## src/rtl/fx2_pkg.sv

```systemverilog
// Shared constants for the FX2 slave-FIFO endpoint model: endpoint addresses,
// direction codes and the FD bus width.
package fx2_pkg;
    localparam logic [1:0] EP2 = 2'b00;
    localparam logic [1:0] EP4 = 2'b01;
    localparam logic [1:0] EP6 = 2'b10;
    localparam logic [1:0] EP8 = 2'b11;

    localparam bit DIR_OUT = 1'b0;
    localparam bit DIR_IN  = 1'b1;

    localparam int FD_W = 8;
endpackage

```

## src/rtl/fx2_ep_fifo_if.sv

```systemverilog
// Endpoint bus: FPGA-side slave-FIFO pins, host-side push/pop port and status.
// master = whoever drives the endpoint (fixture/bench), slave = the endpoint model.
interface fx2_ep_fifo_if #(
    parameter int AW = 9
);
    import fx2_pkg::*;

    logic [1:0]      fifoadr;
    logic            strobe_n;
    logic [FD_W-1:0] fpga_wdata;
    logic [FD_W-1:0] fpga_rdata;
    logic            flag_n;
    logic            host_wr;
    logic [FD_W-1:0] host_wdata;
    logic            host_rd;
    logic [FD_W-1:0] host_rdata;
    logic [AW:0]     count;
    logic            err;

    modport master (
        output fifoadr, strobe_n, fpga_wdata, host_wr, host_wdata, host_rd,
        input  fpga_rdata, flag_n, host_rdata, count, err
    );

    modport slave (
        input  fifoadr, strobe_n, fpga_wdata, host_wr, host_wdata, host_rd,
        output fpga_rdata, flag_n, host_rdata, count, err
    );
endinterface

```

## src/rtl/fx2_fifo_core.sv

```systemverilog
// Single-clock first-word-fall-through FIFO with guarded push/pop and an
// AW+1 bit occupancy counter so full and empty are distinguishable.
module fx2_fifo_core
    import fx2_pkg::*;
#(
    parameter int DEPTH = 512,
    parameter int AW    = 9
) (
    input  logic            i_clk,
    input  logic            i_rst_n,
    input  logic            i_push,
    input  logic            i_pop,
    input  logic [FD_W-1:0] i_wdata,
    output logic [FD_W-1:0] o_rdata,
    output logic [AW:0]     o_count,
    output logic            o_push_rej,
    output logic            o_pop_rej
);
    localparam logic [AW:0] FULL_CNT = (AW+1)'(DEPTH);

    logic [FD_W-1:0] r_mem [DEPTH];
    logic [AW-1:0]   r_wr_ptr;
    logic [AW-1:0]   r_rd_ptr;
    logic [AW:0]     r_count;

    logic w_full;
    logic w_empty;
    logic w_push_ok;
    logic w_pop_ok;

    assign w_full    = (r_count == FULL_CNT);
    assign w_empty   = (r_count == '0);
    assign w_push_ok = i_push && !w_full;
    assign w_pop_ok  = i_pop && !w_empty;

    // Memory write lives in the non-reset branch so nothing is stored while reset is low.
    always_ff @(posedge i_clk or negedge i_rst_n) begin
        if (!i_rst_n) begin
            r_wr_ptr <= '0;
            r_rd_ptr <= '0;
            r_count  <= '0;
        end else begin
            if (w_push_ok) begin
                r_mem[r_wr_ptr] <= i_wdata;
                r_wr_ptr        <= r_wr_ptr + 1'b1;
            end
            if (w_pop_ok) begin
                r_rd_ptr <= r_rd_ptr + 1'b1;
            end
            case ({w_push_ok, w_pop_ok})
                2'b10:   r_count <= r_count + 1'b1;
                2'b01:   r_count <= r_count - 1'b1;
                default: r_count <= r_count;
            endcase
        end
    end

    assign o_rdata    = w_empty ? '0 : r_mem[r_rd_ptr];
    assign o_count    = r_count;
    assign o_push_rej = i_push && w_full;
    assign o_pop_rej  = i_pop && w_empty;
endmodule

```

## src/rtl/fx2_ep_fifo.sv

```systemverilog
// One FX2 slave-FIFO endpoint: address decode, active-low strobe, direction
// muxing of push/pop sources, EMPTY#/FULL# flag and sticky error.
module fx2_ep_fifo
    import fx2_pkg::*;
#(
    parameter logic [1:0] FIFOADR = EP2,
    parameter bit         DIR     = DIR_OUT,
    parameter int         DEPTH   = 512,
    parameter int         AW      = 9
) (
    input  logic             ifclk,
    input  logic             reset_n,
    fx2_ep_fifo_if.slave     bus
);
    localparam logic [AW:0] FULL_CNT = (AW+1)'(DEPTH);

    logic            w_fpga_acc;
    logic            w_push;
    logic            w_pop;
    logic [FD_W-1:0] w_wdata;
    logic [FD_W-1:0] w_rdata;
    logic [AW:0]     w_count;
    logic            w_push_rej;
    logic            w_pop_rej;
    logic            r_err;

    assign w_fpga_acc = (bus.fifoadr == FIFOADR) && !bus.strobe_n;

    // OUT: host fills, FPGA drains. IN: FPGA fills, host drains.
    assign w_push  = (DIR == DIR_IN) ? w_fpga_acc     : bus.host_wr;
    assign w_pop   = (DIR == DIR_IN) ? bus.host_rd    : w_fpga_acc;
    assign w_wdata = (DIR == DIR_IN) ? bus.fpga_wdata : bus.host_wdata;

    fx2_fifo_core #(
        .DEPTH (DEPTH),
        .AW    (AW)
    ) u_core (
        .i_clk      (ifclk),
        .i_rst_n    (reset_n),
        .i_push     (w_push),
        .i_pop      (w_pop),
        .i_wdata    (w_wdata),
        .o_rdata    (w_rdata),
        .o_count    (w_count),
        .o_push_rej (w_push_rej),
        .o_pop_rej  (w_pop_rej)
    );

    always_ff @(posedge ifclk or negedge reset_n) begin
        if (!reset_n) begin
            r_err <= 1'b0;
        end else if (w_push_rej || w_pop_rej) begin
            r_err <= 1'b1;
        end
    end

    assign bus.fpga_rdata = (DIR == DIR_OUT) ? w_rdata : '0;
    assign bus.host_rdata = (DIR == DIR_IN)  ? w_rdata : '0;
    assign bus.flag_n     = (DIR == DIR_IN)  ? (w_count != FULL_CNT) : (w_count != '0);
    assign bus.count      = w_count;
    assign bus.err        = r_err;
endmodule

```

## src/flat_wrapper.sv

```systemverilog
// flat-port wrapper written by rule: the top's interface ports become plain ports
module fx2_ep_fifo_flat import fx2_pkg::*;
#(
    parameter logic [1:0] FIFOADR = EP2,
    parameter bit         DIR     = DIR_OUT,
    parameter int         DEPTH   = 512,
    parameter int         AW      = 9
)
  (ifclk, reset_n, bus_fifoadr, bus_strobe_n, bus_fpga_wdata, bus_host_wr, bus_host_wdata, bus_host_rd, bus_fpga_rdata, bus_flag_n, bus_host_rdata, bus_count, bus_err);
  fx2_ep_fifo_if #(.AW(AW)) bus_i ();
  input  logic ifclk;
  input  logic reset_n;
  input wire logic [$bits(bus_i.fifoadr)-1:0] bus_fifoadr;
  input wire logic [$bits(bus_i.strobe_n)-1:0] bus_strobe_n;
  input wire logic [$bits(bus_i.fpga_wdata)-1:0] bus_fpga_wdata;
  input wire logic [$bits(bus_i.host_wr)-1:0] bus_host_wr;
  input wire logic [$bits(bus_i.host_wdata)-1:0] bus_host_wdata;
  input wire logic [$bits(bus_i.host_rd)-1:0] bus_host_rd;
  output wire logic [$bits(bus_i.fpga_rdata)-1:0] bus_fpga_rdata;
  output wire logic [$bits(bus_i.flag_n)-1:0] bus_flag_n;
  output wire logic [$bits(bus_i.host_rdata)-1:0] bus_host_rdata;
  output wire logic [$bits(bus_i.count)-1:0] bus_count;
  output wire logic [$bits(bus_i.err)-1:0] bus_err;
  assign bus_i.fifoadr = bus_fifoadr;
  assign bus_i.strobe_n = bus_strobe_n;
  assign bus_i.fpga_wdata = bus_fpga_wdata;
  assign bus_i.host_wr = bus_host_wr;
  assign bus_i.host_wdata = bus_host_wdata;
  assign bus_i.host_rd = bus_host_rd;
  assign bus_fpga_rdata = bus_i.fpga_rdata;
  assign bus_flag_n = bus_i.flag_n;
  assign bus_host_rdata = bus_i.host_rdata;
  assign bus_count = bus_i.count;
  assign bus_err = bus_i.err;
  fx2_ep_fifo #(.FIFOADR(FIFOADR), .DIR(DIR), .DEPTH(DEPTH), .AW(AW)) u_core (.ifclk(ifclk), .reset_n(reset_n), .bus(bus_i));
endmodule
```

## config.mk

```make
export PLATFORM = sky130hd
export DESIGN_NAME = fx2_ep_fifo_flat
export DESIGN_NICKNAME = d
export VERILOG_FILES = /design/src/rtl/fx2_pkg.sv /design/src/rtl/fx2_ep_fifo_if.sv /design/src/rtl/fx2_fifo_core.sv /design/src/rtl/fx2_ep_fifo.sv /design/src/flat_wrapper.sv
export SDC_FILE = /design/constraint.sdc
export NUM_CORES = 2
export LEC_CHECK = 0
export ABC_AREA = 1
export CAP_MARGIN = 20
export CORE_MARGIN = 4
export CORE_UTILIZATION = 50
export CTS_CLUSTER_SIZE = 8
export DETAILED_ROUTE_END_ITERATION = 8
export GPL_TIMING_DRIVEN = 1
export PLACE_DENSITY_LB_ADDON = 0.15
export SYNTH_ARGS = -nofsm -noshare
export SYNTH_HDL_FRONTEND = slang
export SYNTH_SLANG_ARGS = --single-unit
```

## constraint.sdc

```tcl
create_clock -name ifclk -period 9.19 [get_ports ifclk]
set_input_delay 0.919 -clock ifclk [delete_from_list [all_inputs] [get_ports ifclk]]
set_output_delay 0.919 -clock ifclk [all_outputs]
set_load 0.05 [all_outputs]
```

Word level (Yosys, flattened, before mapping)
Memories as Yosys holds them, arrays and structs flattened.
Cells that the tools add are included.
{"block": "word_totals", "ram_bits": 4096, "memories": 1, "input_bits": 23, "regBits": 29}
{"memory": "u_core.u_core.r_mem", "words": 512, "word_bits": 8, "rd": 1, "rd_clocked_by_memory_dff": 0, "wr": 1, "line": "fx2_fifo_core.sv:21", "source": "logic [FD_W-1:0] r_mem [DEPTH];"}
{"block": "classes", "mux": 4, "add_sub_neg": 4, "n_reduce_logical": 14, "eq_ne": 3}
{"op": "10-bit one-hot mux with 2 select lines", "n": 1}
{"op": "9-bit by 1-bit adder with 9-bit output (second input constant)", "n": 2}
{"op": "10-bit by 1-bit adder with 10-bit output (second input constant)", "n": 1}
{"op": "10-bit == test (second input constant)", "n": 1}
{"op": "10-bit logical NOT", "n": 1}
{"op": "10-bit nonzero test", "n": 1}
{"op": "10-bit by 1-bit subtractor with 10-bit output (second input constant)", "n": 1}
{"op": "8-bit 2-to-1 mux", "n": 1}
{"op": "1-bit logical AND", "n": 6}
{"op": "1-bit logical NOT", "n": 3}
{"op": "2-bit by 1-bit == test with 1-bit output (second input constant)", "n": 1}
{"op": "2-bit == test (second input constant)", "n": 1}
{"op": "2-bit logical NOT", "n": 1}
{"op": "1-bit 2-to-1 mux", "n": 2}
{"op": "2-bit nonzero test", "n": 1}
{"op": "1-bit logical OR", "n": 1}

Longest topological paths before layout
{"block": "depth", "depth_word": 6, "ltp_mapped": 22}

Modules after synthesis
A second synthesis with hierarchy kept.
{"block": "unflattened", "cells_unflattened": 15001, "hier_area_um2": 170682.4}
{"mod": "fx2_fifo_core", "cells_each": 14978, "area_each_um2": 170538.6, "seq_area_each_um2": 123698.6, "instances": 1}
{"mod": "fx2_ep_fifo", "cells_each": 23, "area_each_um2": 143.9, "seq_area_each_um2": 25.0, "instances": 1}

Worst setup path before layout
Ideal clock, no wire load.
{"block": "synth_path", "path_type": "flip-flop to output port", "startpoint": "register u_core.u_core.r_rd_ptr[0]", "endpoint": "output port bus_fpga_rdata[1]", "t_required_ns": 8.271, "stages_incl_launch_ff": 18, "arrival_ns": 2.488, "path_slack_ns": 5.783, "path_cell_list": "dfrtp_1 buf_6 inv_6 buf_6 buf_6 buf_6 buf_6 buf_4 nor2_1 o22ai_1 nand2_1 nand3_1 nand3_1 nand2_1 nand3_1 nand2_1 nand2_1 nor2_1"}
{"block": "synth_between", "elab_chain_cells": 2}
{"item": "start, declared", "line": "fx2_fifo_core.sv:23", "source": "logic [AW-1:0] r_rd_ptr;"}
{"item": "start signal, assigned", "line": "fx2_fifo_core.sv:48", "source": "r_rd_ptr <= r_rd_ptr + 1'b1;"}
{"item": "memory 512 x 8 bit"}
{"item": "8-bit 2-to-1 mux", "line": "fx2_fifo_core.sv:58", "source": "assign o_rdata = w_empty ? '0 : r_mem[r_rd_ptr];"}
{"item": "end, declared", "line": "flat_wrapper.sv:19", "source": "output wire logic [$bits(bus_i.fpga_rdata)-1:0] bus_fpga_rdata;"}
No other way between the ends.

Worst setup path in the final report
{"block": "layout_path", "startpoint": "register u_core.u_core.r_rd_ptr[1]", "endpoint": "output port bus_fpga_rdata[3]"}
The elaborated chain is that of the path after synthesis.

==> results.md <==
* Final wirelength at 479000 µm
* Reg2reg setup slack at 4640 ps
* Slew @ Worst Pin at 1160 ps
* Status: complete, no violations
* Total grt overflow at 0
* VDD IR max at 0.393 mV
* Layout net count at 14600
* Pleak at 0.0654 µW
* Area share of the largest cell type after synthesis at 0.723
* Flops & latches, synth at 4125
* CTS tree: built
* # Post-CTS Setup Buffers at 0
* CTS clk-pin slew, worst paths at 50 ps
* Commonest non-fill, non-tap cell in the layout: edfxtp_1
* Synth area leaders: edfxtp_1 72%, nor2_1 7.5%, nand2_1 5.3%
* Final worst setup slack at 1950 ps
* DR vias at 110000
* CP startpoint: u_core.u_core.r_rd_ptr[1]
* Row count at 213
* Final Hold Fails at 0
* Vias in the first global route at 104000
* Avg Cell Area, Syn at 11.6 µm²
* CTS max path bufs at 4
* Max Fclk at 0.138 GHz
* Max-slew violation count at 0
* Chip Width at 591 µm
* Clock sinks at 4125
* Crit path kind: reg -> out
* Largest net degree at the start of global routing at 254
* 1st-iter DRT viols at 13300
* Pre-CTS setup slack at 3070 ps
* Total track usage at 0.268
* Setup repair after global routing missed its margin: false
* Antenna-violating nets left at 0
* P&R area growth vs syn at 11.3%
* Crit path to: bus_fpga_rdata[3]
* Reg2reg end: u_core.u_core.r_mem[102][6]
* CP max stage delay at 1030 ps
* Post-synth cell types at 36
* Setup TNS Final at 0 ps
* Yosys warns at 0
* Layout cell share with drive strength beyond 1 at 0.0630
* Post-Layout Cell Count at 19200
* Crit path DAT at 6320 ps
* Total I/O pin count at 51
* Placer Congestion at 0.884
* Data required, critical path at 8270 ps
* Post-Syn Area at 0.170 mm²
* Commonest cells after routing, fill and taps aside: 4096 x edfxtp_1, 3404 x nor2_1, 2378 x nand2_1, 1572 x o21ai_0, 792 x nand3_1
* H-Tree Depth at 6
* Clock Tree Root: clkbuf_16
* Period minus WS final at 7240 ps
* Placed instance count at 18500
* Crit-path slowest cell: dfrtp_4
* IO buf count at 33
* Post-route DRC at 0
* Initial antenna violation count at 16
* Critical-path cell list: inv_8 > nor2_4 > buf_4 > nand2_1 > nand3_1 > a21oi_1 > nand3_1 > nand3_1 > nand2_1 > nand3_1 > nand2_1 > nand2_1 > nor2_1 > clkdlybuf4s50_1
* Synth area leader: edfxtp_1
* Layout fillers at 27700
* TritonRoute pass-1 iters at 9
* Wire per inst at 25.0 µm
* Final period util at 0.788
* Tot Pwr at 60200 µW
* Num CTS Buffers at 586
* Total of max-cap violations at 0
* Starting density of the core at 0.504
* CP max FO at 56
* Startpoint Class: flip-flop
* Seq/Total Area, Yosys at 0.727
* Final Setup Violations at 0
* Global-route wire length before repair at 696000 µm
* Final hold slack at 364 ps
* Total Die Area at 0.350 mm²
* Via density per instance at 5.75
* Core area at 0.338 mm²
* WHS Path Cells at 1
* Worst min path class: in -> reg
* Mapped Cells at 14700
* FF-to-FF path depth at 9
* PD cells at 318 mW/mm²
* Reg2reg start: u_core.u_core.o_count[0]
* CP endpoint kind: primary output
* HPWL reported at the end of detailed placement at 265000 µm
* Clock latency at the later pin of the worst-skew pair at 1030 ps
* Final setup skew at 64.4 ps
* Slew HR at 0.219
* Die H at 591 µm
-- worst min-delay path by stage --
stage,startpoint,endpoint
3_5_place_dp,u_core.bus.err,u_core.bus.err
2_1_floorplan,u_core.u_core.r_rd_ptr[5],u_core.u_core.r_rd_ptr[5]
3_3_place_gp,u_core.bus.err,u_core.bus.err
6_report,bus_host_wdata[4],u_core.u_core.r_mem[250][4]
5_1_grt,bus_host_wdata[4],u_core.u_core.r_mem[250][4]
4_1_cts,bus_host_wdata[4],u_core.u_core.r_mem[250][4]
-- worst max-delay path: cells and delay by family (launching register included) --
kind,cells,cell delay (ps)
compound gates,1,60
flops,1,1030
buf+inv,3,1860
simple gates,10,2200
-- synthesized netlist by cell type, drive strengths merged --
cell type / instances
mux2i: 17
nor2: 3409
fa: 1
dfrtp: 29
xor2: 16
inv: 518
clkbuf: 336
nor4: 2
a21oi: 180
o21ai: 1775
buf: 602
nand2: 2387
nand3: 795
or2: 17
a211o: 1
nor3: 12
conb: 1
o2111ai: 1
edfxtp: 4096
o22ai: 100
nand4: 9
a22oi: 27
clkinv: 16
xnor2: 2
o211ai: 292
ha: 14
-- per-stage QoR --
step                instance area [µm²]  utilization
finish                           189000        0.561
global route                     189000        0.561
CTS                              189000        0.561
detailed placement               173000        0.514
global placement                 173000        0.514
floorplan                        170000            -
-- metal layers --
layer | GRT usage | part of all wire | vias to the layer above
met4 | 0.113 | 0.044 | 4
met1 | 0.377 | 0.41 | 54100
met5 | 0 | 0.000063 | -
met3 | 0.0462 | 0.087 | 935
li1 | - | - | 50500
met2 | 0.414 | 0.46 | 4754
-- sequential cells by signal (all words and copies together), names as in the netlist --
signal	flops
u_core.bus.err	1
u_core.u_core.o_count	10
u_core.u_core.r_mem	4096
u_core.u_core.r_rd_ptr	9
u_core.u_core.r_wr_ptr	9
-- power breakdown --
group | leakage (µW) | switching (µW) | internal (µW)
registers | 0.0371 | 221 | 20800
logic | 0.0205 | 15000 | 4960
clock network | 0.00775 | 7640 | 11600
-- logic make-up after synthesis --
logic type,Yosys count,synth area share
AO/OA/AOI/OAI,2376,0.0754
XOR/XNOR,18,0.000927
adder cells (fa/ha/maj),15,0.00115
buffers and inverters,1472,0.0414
flip-flops,4125,0.727
multiplexers,17,0.00100
other,1,0.0000220
AND/OR/NAND/NOR,6631,0.153
-- final cells by class --
cell class                 instances  area (µm²)  area share
tap                             4515        5650      0.0298
antenna                           17        42.5    0.000225
clock buffer                     642       15200      0.0801
sequential                      4125      124000       0.654
multi-input combinational       9065       39500       0.209
inverter                         534        2080      0.0110
clock inverter                    46         672     0.00355
timing repair buffer             234        2470      0.0130
-- what timing repair did --
item / 4_1_cts / 5_1_grt
gates resized for setup: 0 / 0
hold endpoints to repair: 29 / 0
hold buffers: 1 / 0
Power figures use the tool's default switching activity.
